`src/rtl/layer_reg_ctrl_if.sv`:
```
// Bus bundle for layer_reg_ctrl: both write ports, register-file
// side and the scan output stream, with slave (DUT) and master views.
interface layer_reg_ctrl_if #(
    parameter int DATA_W = 32,
    parameter int POS_W  = 4
);
    logic              w0_valid_i;
    logic              w0_ready_o;
    logic [4:0]        w0_addr_i;
    logic [DATA_W-1:0] w0_data_i;
    logic [POS_W-1:0]  w0_pos_i;
    logic              w1_valid_i;
    logic              w1_ready_o;
    logic [4:0]        w1_addr_i;
    logic [DATA_W-1:0] w1_data_i;
    logic [POS_W-1:0]  w1_pos_i;
    logic              rf_we_o;
    logic [4:0]        rf_waddr_o;
    logic [DATA_W-1:0] rf_wdata_o;
    logic [POS_W-1:0]  rf_pos_o;
    logic [4:0]        rf_op_addr_o;
    logic [DATA_W-1:0] rf_reg_i;
    logic [POS_W-1:0]  rf_pos_i;
    logic              scan_start_i;
    logic              scan_busy_o;
    logic              scan_done_o;
    logic              out_valid_o;
    logic              out_ready_i;
    logic [4:0]        out_addr_o;
    logic [DATA_W-1:0] out_data_o;
    logic [POS_W-1:0]  out_pos_o;

    modport slave (
        input  w0_valid_i, w0_addr_i, w0_data_i, w0_pos_i,
        input  w1_valid_i, w1_addr_i, w1_data_i, w1_pos_i,
        output w0_ready_o, w1_ready_o,
        output rf_we_o, rf_waddr_o, rf_wdata_o, rf_pos_o,
        output rf_op_addr_o,
        input  rf_reg_i, rf_pos_i,
        input  scan_start_i, out_ready_i,
        output scan_busy_o, scan_done_o,
        output out_valid_o, out_addr_o, out_data_o, out_pos_o
    );

    modport master (
        output w0_valid_i, w0_addr_i, w0_data_i, w0_pos_i,
        output w1_valid_i, w1_addr_i, w1_data_i, w1_pos_i,
        input  w0_ready_o, w1_ready_o,
        input  rf_we_o, rf_waddr_o, rf_wdata_o, rf_pos_o,
        input  rf_op_addr_o,
        output rf_reg_i, rf_pos_i,
        output scan_start_i, out_ready_i,
        input  scan_busy_o, scan_done_o,
        input  out_valid_o, out_addr_o, out_data_o, out_pos_o
    );
endinterface

```
`src/rtl/layer_reg_ctrl.sv`:
```
// Round-robin write arbiter and scan sequencer for the layer register file.
// LAYER_REG_SKIP_EMPTY_EN: skip entries whose pos tag is zero during a scan.
module layer_reg_ctrl #(
    parameter int DATA_W    = 32,
    parameter int POS_W     = 4,
    parameter int LAST_ADDR = 31
) (
    input  logic             clk_i,
    input  logic             reset_n,
    layer_reg_ctrl_if.slave  bus
);
    localparam logic [4:0] LAST_A = 5'(LAST_ADDR);

    typedef enum logic [1:0] {
        IDLE,
        CAPT,
        HOLD,
        DONE
    } state_t;

    logic              r_last;
    logic              r_rf_we;
    logic [4:0]        r_rf_waddr;
    logic [DATA_W-1:0] r_rf_wdata;
    logic [POS_W-1:0]  r_rf_pos;

    logic              w_g0;
    logic              w_g1;

    state_t            r_state;
    state_t            w_next;
    logic [4:0]        r_op_addr;
    logic              r_out_valid;
    logic [4:0]        r_out_addr;
    logic [DATA_W-1:0] r_out_data;
    logic [POS_W-1:0]  r_out_pos;

    logic              w_hs;
    logic              w_at_last;
    logic              w_empty;

    // r_last names the port granted most recently; the other one wins ties
    assign w_g0 = bus.w0_valid_i & (~bus.w1_valid_i | r_last);
    assign w_g1 = bus.w1_valid_i & (~bus.w0_valid_i | ~r_last);

    assign bus.w0_ready_o = w_g0;
    assign bus.w1_ready_o = w_g1;

    always_ff @(posedge clk_i) begin
        if (!reset_n) begin
            r_last     <= 1'b1;
            r_rf_we    <= 1'b0;
            r_rf_waddr <= '0;
            r_rf_wdata <= '0;
            r_rf_pos   <= '0;
        end else begin
            r_rf_we <= w_g0 | w_g1;
            if (w_g0) begin
                r_last     <= 1'b0;
                r_rf_waddr <= bus.w0_addr_i;
                r_rf_wdata <= bus.w0_data_i;
                r_rf_pos   <= bus.w0_pos_i;
            end else if (w_g1) begin
                r_last     <= 1'b1;
                r_rf_waddr <= bus.w1_addr_i;
                r_rf_wdata <= bus.w1_data_i;
                r_rf_pos   <= bus.w1_pos_i;
            end
        end
    end

    assign bus.rf_we_o    = r_rf_we;
    assign bus.rf_waddr_o = r_rf_waddr;
    assign bus.rf_wdata_o = r_rf_wdata;
    assign bus.rf_pos_o   = r_rf_pos;

`ifdef LAYER_REG_SKIP_EMPTY_EN
    assign w_empty = (bus.rf_pos_i == '0);
`else
    assign w_empty = 1'b0;
`endif

    assign w_hs      = r_out_valid & bus.out_ready_i;
    assign w_at_last = (r_op_addr == LAST_A);

    always_ff @(posedge clk_i) begin
        if (!reset_n) begin
            r_state <= IDLE;
        end else begin
            r_state <= w_next;
        end
    end

    always_comb begin
        w_next = r_state;
        unique case (r_state)
            IDLE: if (bus.scan_start_i) w_next = CAPT;
            CAPT: begin
                if (!w_empty) w_next = HOLD;
                else if (w_at_last) w_next = DONE;
            end
            HOLD: begin
                if (w_hs) w_next = w_at_last ? DONE : CAPT;
            end
            DONE: w_next = IDLE;
            default: w_next = IDLE;
        endcase
    end

    always_ff @(posedge clk_i) begin
        if (!reset_n) begin
            r_op_addr   <= '0;
            r_out_valid <= 1'b0;
            r_out_addr  <= '0;
            r_out_data  <= '0;
            r_out_pos   <= '0;
        end else begin
            unique case (r_state)
                IDLE: if (bus.scan_start_i) r_op_addr <= '0;
                CAPT: begin
                    if (w_empty) begin
                        if (!w_at_last) r_op_addr <= r_op_addr + 5'd1;
                    end else begin
                        r_out_valid <= 1'b1;
                        r_out_addr  <= r_op_addr;
                        r_out_data  <= bus.rf_reg_i;
                        r_out_pos   <= bus.rf_pos_i;
                    end
                end
                HOLD: begin
                    if (w_hs) begin
                        r_out_valid <= 1'b0;
                        if (!w_at_last) r_op_addr <= r_op_addr + 5'd1;
                    end
                end
                default: ;
            endcase
        end
    end

    assign bus.rf_op_addr_o = r_op_addr;
    assign bus.scan_busy_o  = (r_state != IDLE);
    assign bus.scan_done_o  = (r_state == DONE);
    assign bus.out_valid_o  = r_out_valid;
    assign bus.out_addr_o   = r_out_addr;
    assign bus.out_data_o   = r_out_data;
    assign bus.out_pos_o    = r_out_pos;
endmodule

```
`src/flat_wrapper.sv`:
```
// flat-port wrapper written by rule: the top's interface ports become plain ports
module layer_reg_ctrl_flat 
#(
    parameter int DATA_W    = 32,
    parameter int POS_W     = 4,
    parameter int LAST_ADDR = 31
)
  (clk_i, reset_n, bus_w0_valid_i, bus_w0_addr_i, bus_w0_data_i, bus_w0_pos_i, bus_w1_valid_i, bus_w1_addr_i, bus_w1_data_i, bus_w1_pos_i, bus_w0_ready_o, bus_w1_ready_o, bus_rf_we_o, bus_rf_waddr_o, bus_rf_wdata_o, bus_rf_pos_o, bus_rf_op_addr_o, bus_rf_reg_i, bus_rf_pos_i, bus_scan_start_i, bus_out_ready_i, bus_scan_busy_o, bus_scan_done_o, bus_out_valid_o, bus_out_addr_o, bus_out_data_o, bus_out_pos_o);
  layer_reg_ctrl_if #(.DATA_W(DATA_W), .POS_W(POS_W)) bus_i ();
  input  logic clk_i;
  input  logic reset_n;
  input wire logic [$bits(bus_i.w0_valid_i)-1:0] bus_w0_valid_i;
  input wire logic [$bits(bus_i.w0_addr_i)-1:0] bus_w0_addr_i;
  input wire logic [$bits(bus_i.w0_data_i)-1:0] bus_w0_data_i;
  input wire logic [$bits(bus_i.w0_pos_i)-1:0] bus_w0_pos_i;
  input wire logic [$bits(bus_i.w1_valid_i)-1:0] bus_w1_valid_i;
  input wire logic [$bits(bus_i.w1_addr_i)-1:0] bus_w1_addr_i;
  input wire logic [$bits(bus_i.w1_data_i)-1:0] bus_w1_data_i;
  input wire logic [$bits(bus_i.w1_pos_i)-1:0] bus_w1_pos_i;
  output wire logic [$bits(bus_i.w0_ready_o)-1:0] bus_w0_ready_o;
  output wire logic [$bits(bus_i.w1_ready_o)-1:0] bus_w1_ready_o;
  output wire logic [$bits(bus_i.rf_we_o)-1:0] bus_rf_we_o;
  output wire logic [$bits(bus_i.rf_waddr_o)-1:0] bus_rf_waddr_o;
  output wire logic [$bits(bus_i.rf_wdata_o)-1:0] bus_rf_wdata_o;
  output wire logic [$bits(bus_i.rf_pos_o)-1:0] bus_rf_pos_o;
  output wire logic [$bits(bus_i.rf_op_addr_o)-1:0] bus_rf_op_addr_o;
  input wire logic [$bits(bus_i.rf_reg_i)-1:0] bus_rf_reg_i;
  input wire logic [$bits(bus_i.rf_pos_i)-1:0] bus_rf_pos_i;
  input wire logic [$bits(bus_i.scan_start_i)-1:0] bus_scan_start_i;
  input wire logic [$bits(bus_i.out_ready_i)-1:0] bus_out_ready_i;
  output wire logic [$bits(bus_i.scan_busy_o)-1:0] bus_scan_busy_o;
  output wire logic [$bits(bus_i.scan_done_o)-1:0] bus_scan_done_o;
  output wire logic [$bits(bus_i.out_valid_o)-1:0] bus_out_valid_o;
  output wire logic [$bits(bus_i.out_addr_o)-1:0] bus_out_addr_o;
  output wire logic [$bits(bus_i.out_data_o)-1:0] bus_out_data_o;
  output wire logic [$bits(bus_i.out_pos_o)-1:0] bus_out_pos_o;
  assign bus_i.w0_valid_i = bus_w0_valid_i;
  assign bus_i.w0_addr_i = bus_w0_addr_i;
  assign bus_i.w0_data_i = bus_w0_data_i;
  assign bus_i.w0_pos_i = bus_w0_pos_i;
  assign bus_i.w1_valid_i = bus_w1_valid_i;
  assign bus_i.w1_addr_i = bus_w1_addr_i;
  assign bus_i.w1_data_i = bus_w1_data_i;
  assign bus_i.w1_pos_i = bus_w1_pos_i;
  assign bus_w0_ready_o = bus_i.w0_ready_o;
  assign bus_w1_ready_o = bus_i.w1_ready_o;
  assign bus_rf_we_o = bus_i.rf_we_o;
  assign bus_rf_waddr_o = bus_i.rf_waddr_o;
  assign bus_rf_wdata_o = bus_i.rf_wdata_o;
  assign bus_rf_pos_o = bus_i.rf_pos_o;
  assign bus_rf_op_addr_o = bus_i.rf_op_addr_o;
  assign bus_i.rf_reg_i = bus_rf_reg_i;
  assign bus_i.rf_pos_i = bus_rf_pos_i;
  assign bus_i.scan_start_i = bus_scan_start_i;
  assign bus_i.out_ready_i = bus_out_ready_i;
  assign bus_scan_busy_o = bus_i.scan_busy_o;
  assign bus_scan_done_o = bus_i.scan_done_o;
  assign bus_out_valid_o = bus_i.out_valid_o;
  assign bus_out_addr_o = bus_i.out_addr_o;
  assign bus_out_data_o = bus_i.out_data_o;
  assign bus_out_pos_o = bus_i.out_pos_o;
  layer_reg_ctrl #(.DATA_W(DATA_W), .POS_W(POS_W), .LAST_ADDR(LAST_ADDR)) u_core (.clk_i(clk_i), .reset_n(reset_n), .bus(bus_i));
endmodule
```
`config.mk`:
```
export PLATFORM = sky130hd
export DESIGN_NAME = layer_reg_ctrl_flat
export DESIGN_NICKNAME = d
export VERILOG_FILES = /design/src/rtl/layer_reg_ctrl_if.sv /design/src/rtl/layer_reg_ctrl.sv /design/src/flat_wrapper.sv
export SDC_FILE = /design/constraint.sdc
export NUM_CORES = 1
export LEC_CHECK = 0
export CAP_MARGIN = 5
export CORE_UTILIZATION = 43
export DETAILED_ROUTE_END_ITERATION = 8
export GPL_ROUTABILITY_DRIVEN = 0
export PLACE_DENSITY_LB_ADDON = 0.15
export SLEW_MARGIN = 20
export SYNTH_ARGS = -nofsm -noshare
export SYNTH_HDL_FRONTEND = slang
export SYNTH_SLANG_ARGS = --single-unit
```
`constraint.sdc`:
```
create_clock -name clk_i -period 5.2 [get_ports clk_i]
set_input_delay 0.78 -clock clk_i [delete_from_list [all_inputs] [get_ports clk_i]]
set_output_delay 0.78 -clock clk_i [all_outputs]
set_load 0.03 [all_outputs]
```
==> results.txt <==
The flow ran to the end, and the final reports show no timing, DRC or antenna violations. The cell type contributing the most total cell area after synthesis is sky130_fd_sc_hd__dfxtp_1. The average wire per cell in the routed design is about 15 um. The count of cells resized by post-cts repair is 0. The number of post-CTS setup repair buffers came out at 0. The area of the die came out at 0.00990 mm^2.

The detailed-route DRC error count came out at 0. The count of synthesis-stage warnings from yosys came out at 0. The switching power of the nets is roughly 0.52 mW. After synthesis, the netlist uses 34 different library cells. During placement, the flow inserted port buffers numbering around 220.

When the netlist entered floorplanning its net count stood at 599. The data arrival at the endpoint of the critical path came out at about 2.8 ns. The worst-path maximum fanout came out at between 40 and 50. The setup violation total in the final timing report came out at 0. Along the worst hold path, the cell count comes to 2. The initial standard-cell utilization of the core came out at 0.442.

After the last flow step, the layout net total stands at between 700 and 800. The number of instances in the synthesized netlist came out at approximately 470. For this block, the via count after detailed routing is 4141. The die width is between 90 and 100 um. The number of cells on the worst reg-to-reg path is 6. The global-route total usage across every layer is 0.232. The mean post-synth cell area is ~8.6 um^2.

The sequential share of power came out at 0.467. The internal power summed over all cells is about 1.1 mW. The count of hold-fix buffers inserted at cts is 0. The initial antenna violation count came to 0.

The final-report hold violation count came out at 0. The height of the chip came out at 99.5 um. Between clock sinks in the finished design, the worst skew comes to ~0.013 ns. The share of cells above drive strength 1 came out at 0.0449. The number of global-route vias before repair is between 4000 and 5000.

The clock buffer count from CTS is 9. The worst setup path is captured at an output port. The number of violations of the max-capacitance limit came out at 0.

The worst-case hold slack is between 0.4 and 0.5 ns. The sort of element at the start of the critical path is a primary input. Counting I/O delays and the setup requirement, the final critical path takes 3.62 ns. The terminating pin of the worst hold path is u_core.bus.out_data_o[0]. In this run the critical register-to-register path is launched from u_core.bus.rf_op_addr_o[0].

For this design the ratio of total power to cell area is about 260 mW/mm^2. The reg2reg setup slack came out at around 3.2 ns. The routed design has 11.9 mm of wire. The antenna cell count came out at 0. Among all cell types in the netlist, the one instantiated most often is sky130_fd_sc_hd__dfxtp_1. Of the total power, the share spent switching nets is 0.312.

The number of fill cells in the layout is 741. The utilization after layout came out at 0.698. The fraction of the cycle the final worst path needs is 0.695. The area overhead of the layout relative to synthesis came out at 57.7%. The core area came out at 0.00924 mm^2.

The worst endpoint required time is 4.42 ns. The power share of the clock group is 0.274. The I/O pin total is 217. After clock tree synthesis, the clock-pin slew on the worst setup and hold paths is 0.10 ns.

The clock network latency to the later pin of the worst-skew pair is 0.36 ns. Setup repair after global routing left no endpoint under its margin. The start point of the worst min-delay path is u_core.bus.out_data_o[0].

The worst hold path belongs to the class register to register. The most critical setup path has its startpoint at bus_w1_valid_i. The H-tree depth reported by CTS is 3. The placed instances occupy a cell area of between 0.006 and 0.007 mm^2. In this run the critical register-to-register path is captured at u_core.bus.rf_op_addr_o[3].

The number of nets with antenna violations after routing is 0. The half-perimeter wire length after placement came out at ~8.3 mm. The aggregate negative setup slack is 0 ns. Once layout is done, the placed cells without fillers occupy between 0.006 and 0.007 mm^2. The number of core rows is 35. The number of register bits inferred by synthesis is 92. Yosys attributes the largest share of cell area to sky130_fd_sc_hd__dfxtp_1, sky130_fd_sc_hd__a21oi_1, sky130_fd_sc_hd__mux2i_1, sky130_fd_sc_hd__nand2_1, sky130_fd_sc_hd__o211ai_1. Using the TritonRoute via totals, the vias-per-cell ratio works out to ~5.2. The detailed-routing iteration count for the pre-antenna-repair pass is 4. The worst IR drop on VDD came out at ~170 uV. TritonCTS built the clock tree. Timing would allow up to 277 MHz. For the pin with the worst max-slew slack, the measured transition is roughly 0.94 ns. The final-report max-slew violation count came to 0. The root cell of the clock tree is sky130_fd_sc_hd__clkbuf_8. The area of the mapped netlist is roughly 0.0041 mm^2. In this run, synthesis inferred 0 flip-flops with an integrated enable. The clock sink total is about 90. By count the netlist is led by sky130_fd_sc_hd__dfxtp_1, sky130_fd_sc_hd__nand2_1, sky130_fd_sc_hd__a21oi_1, sky130_fd_sc_hd__mux2i_1, sky130_fd_sc_hd__o211ai_1.

For this run, the register share of the synthesized area comes to 0.451. The DRC marker count from the first detailed-route iteration is ~190. The pin count of the biggest net entering global routing came out at 50.

In this run the deepest clock path goes through 2 buffers. The share of total power in combinational logic is 0.259. The leakage power of the design came out at ~2.4 nW.

The flip-flop cell with the highest count after synthesis is sky130_fd_sc_hd__dfxtp_1. The area share of the leading cell type in the synthesized netlist is 0.451. The classification of the worst setup path is primary input to output port.

The normalized max-slew margin came out at 0.373. The async set-reset flop share out of synthesis came out at 0. The first-pass GRT wire length came out at approximately 18 mm. After global routing the overflow that remains totals 0.
[metal layers]
metal,vias to the layer above,global-route usage,share of wire
li1,2063,-,-
met1,1908,0.266,0.41
met2,159,0.424,0.50
met3,11,0.0590,0.073
met4,0,0.0701,0.012
met5,-,0,0
[power groups by stage]
| stage | sequential (mW) | combinational (mW) | clock [mW] |
|---|---|---|---|
| 2_1_floorplan | 0.870 | 0.145 | 0 |
| 3_3_place_gp | 0.792 | 0.425 | 0 |
| 3_5_place_dp | 0.793 | 0.433 | 0 |
| 4_1_cts | 0.777 | 0.434 | 0.470 |
| 5_1_grt | 0.783 | 0.460 | 0.506 |
| 6_report | 0.777 | 0.432 | 0.457 |
[final cells by class]
type / count / area (um^2) / area share
Clock buffer: 10 / 128 / 0.0198
Inverter: 8 / 30.0 / 0.00466
Multi-Input combinational cell: 330 / 2030 / 0.315
Sequential cell: 92 / 1840 / 0.286
Timing Repair Buffer: 222 / 2200 / 0.341
Clock inverter: 6 / 57.6 / 0.00893
Tap cell: 129 / 161 / 0.0250
[state kept, by name, summed over array words and instances, names as in the netlist]
| signal | cells |
|---|---|
| u_core.bus.rf_op_addr_o | 5 |
| u_core.bus.rf_we_o | 1 |
| u_core.bus.out_addr_o | 5 |
| u_core.bus.rf_waddr_o | 5 |
| u_core.bus.out_pos_o | 4 |
| u_core.r_last | 1 |
| u_core.bus.out_valid_o | 1 |
| u_core.bus.rf_pos_o | 4 |
| u_core.bus.rf_wdata_o | 32 |
| u_core.bus.out_data_o | 32 |
| u_core.r_state | 2 |
[logic make-up (layout without fill, tap and decap cells)]
| family | count (synthesis) | count (layout) | synth area share |
|---|---|---|---|
| AOI/OAI and AO/OA | 138 | 138 | 0.200 |
| adders and majority gates | 2 | 2 | 0.00612 |
| DFF | 92 | 92 | 0.451 |
| and+or+nand+nor | 148 | 148 | 0.187 |
| buffers and inverters | 51 | 246 | 0.0530 |
| muxes | 42 | 42 | 0.103 |
[worst max-delay path, cell delays in order]
cell and delay [ns]:
sky130_fd_sc_hd__clkdlybuf4s50_1 0.48, sky130_fd_sc_hd__inv_2 0.58, sky130_fd_sc_hd__o21ai_0 0.23, sky130_fd_sc_hd__inv_1 0.10
sky130_fd_sc_hd__clkdlybuf4s50_1 0.66
[layout by cell type (no fill, tap or decap), drive strengths merged]
master	instances
nand2	88
o211ai	41
clkinv	3
nand2b	2
dfxtp	92
or4	2
o311a	1
and2	1
a211oi	1
mux2i	42
and3	1
a21oi	84
o21ai	6
a311oi	1
clkdlybuf4s50	214
buf	8
o21a	1
inv	11
or2	1
nor4	1
ha	2
nor3	1
nand3	5
a31oi	2
clkbuf	10
and2b	2
or3b	1
nor2b	1
nor2	1
nand3b	41
a21bo	1
[how the worst max path moves through the flow]
stage | endpoint | slack [ns] | cells after the start
5_1_grt | bus_w0_ready_o | 1.49 | 5
6_report | bus_w0_ready_o | 1.58 | 5
3_5_place_dp | bus_w0_ready_o | 1.59 | 5
4_1_cts | bus_w0_ready_o | 1.58 | 5
3_3_place_gp | bus_w0_ready_o | 1.57 | 5
2_1_floorplan | bus_w1_ready_o | 2.95 | 4
[through the flow]
step / setup WS [ns] / power (mW) / instances
after floorplan: 2.95 / 1.01 / 473
after global placement: 1.57 / 1.22 / 781
after detailed placement: 1.59 / 1.23 / 781
after CTS: 1.58 / 1.68 / 797
after global routing: 1.49 / 1.75 / 797
final: 1.58 / 1.67 / 797
Note: power is estimated with default switching activity, not from simulation.
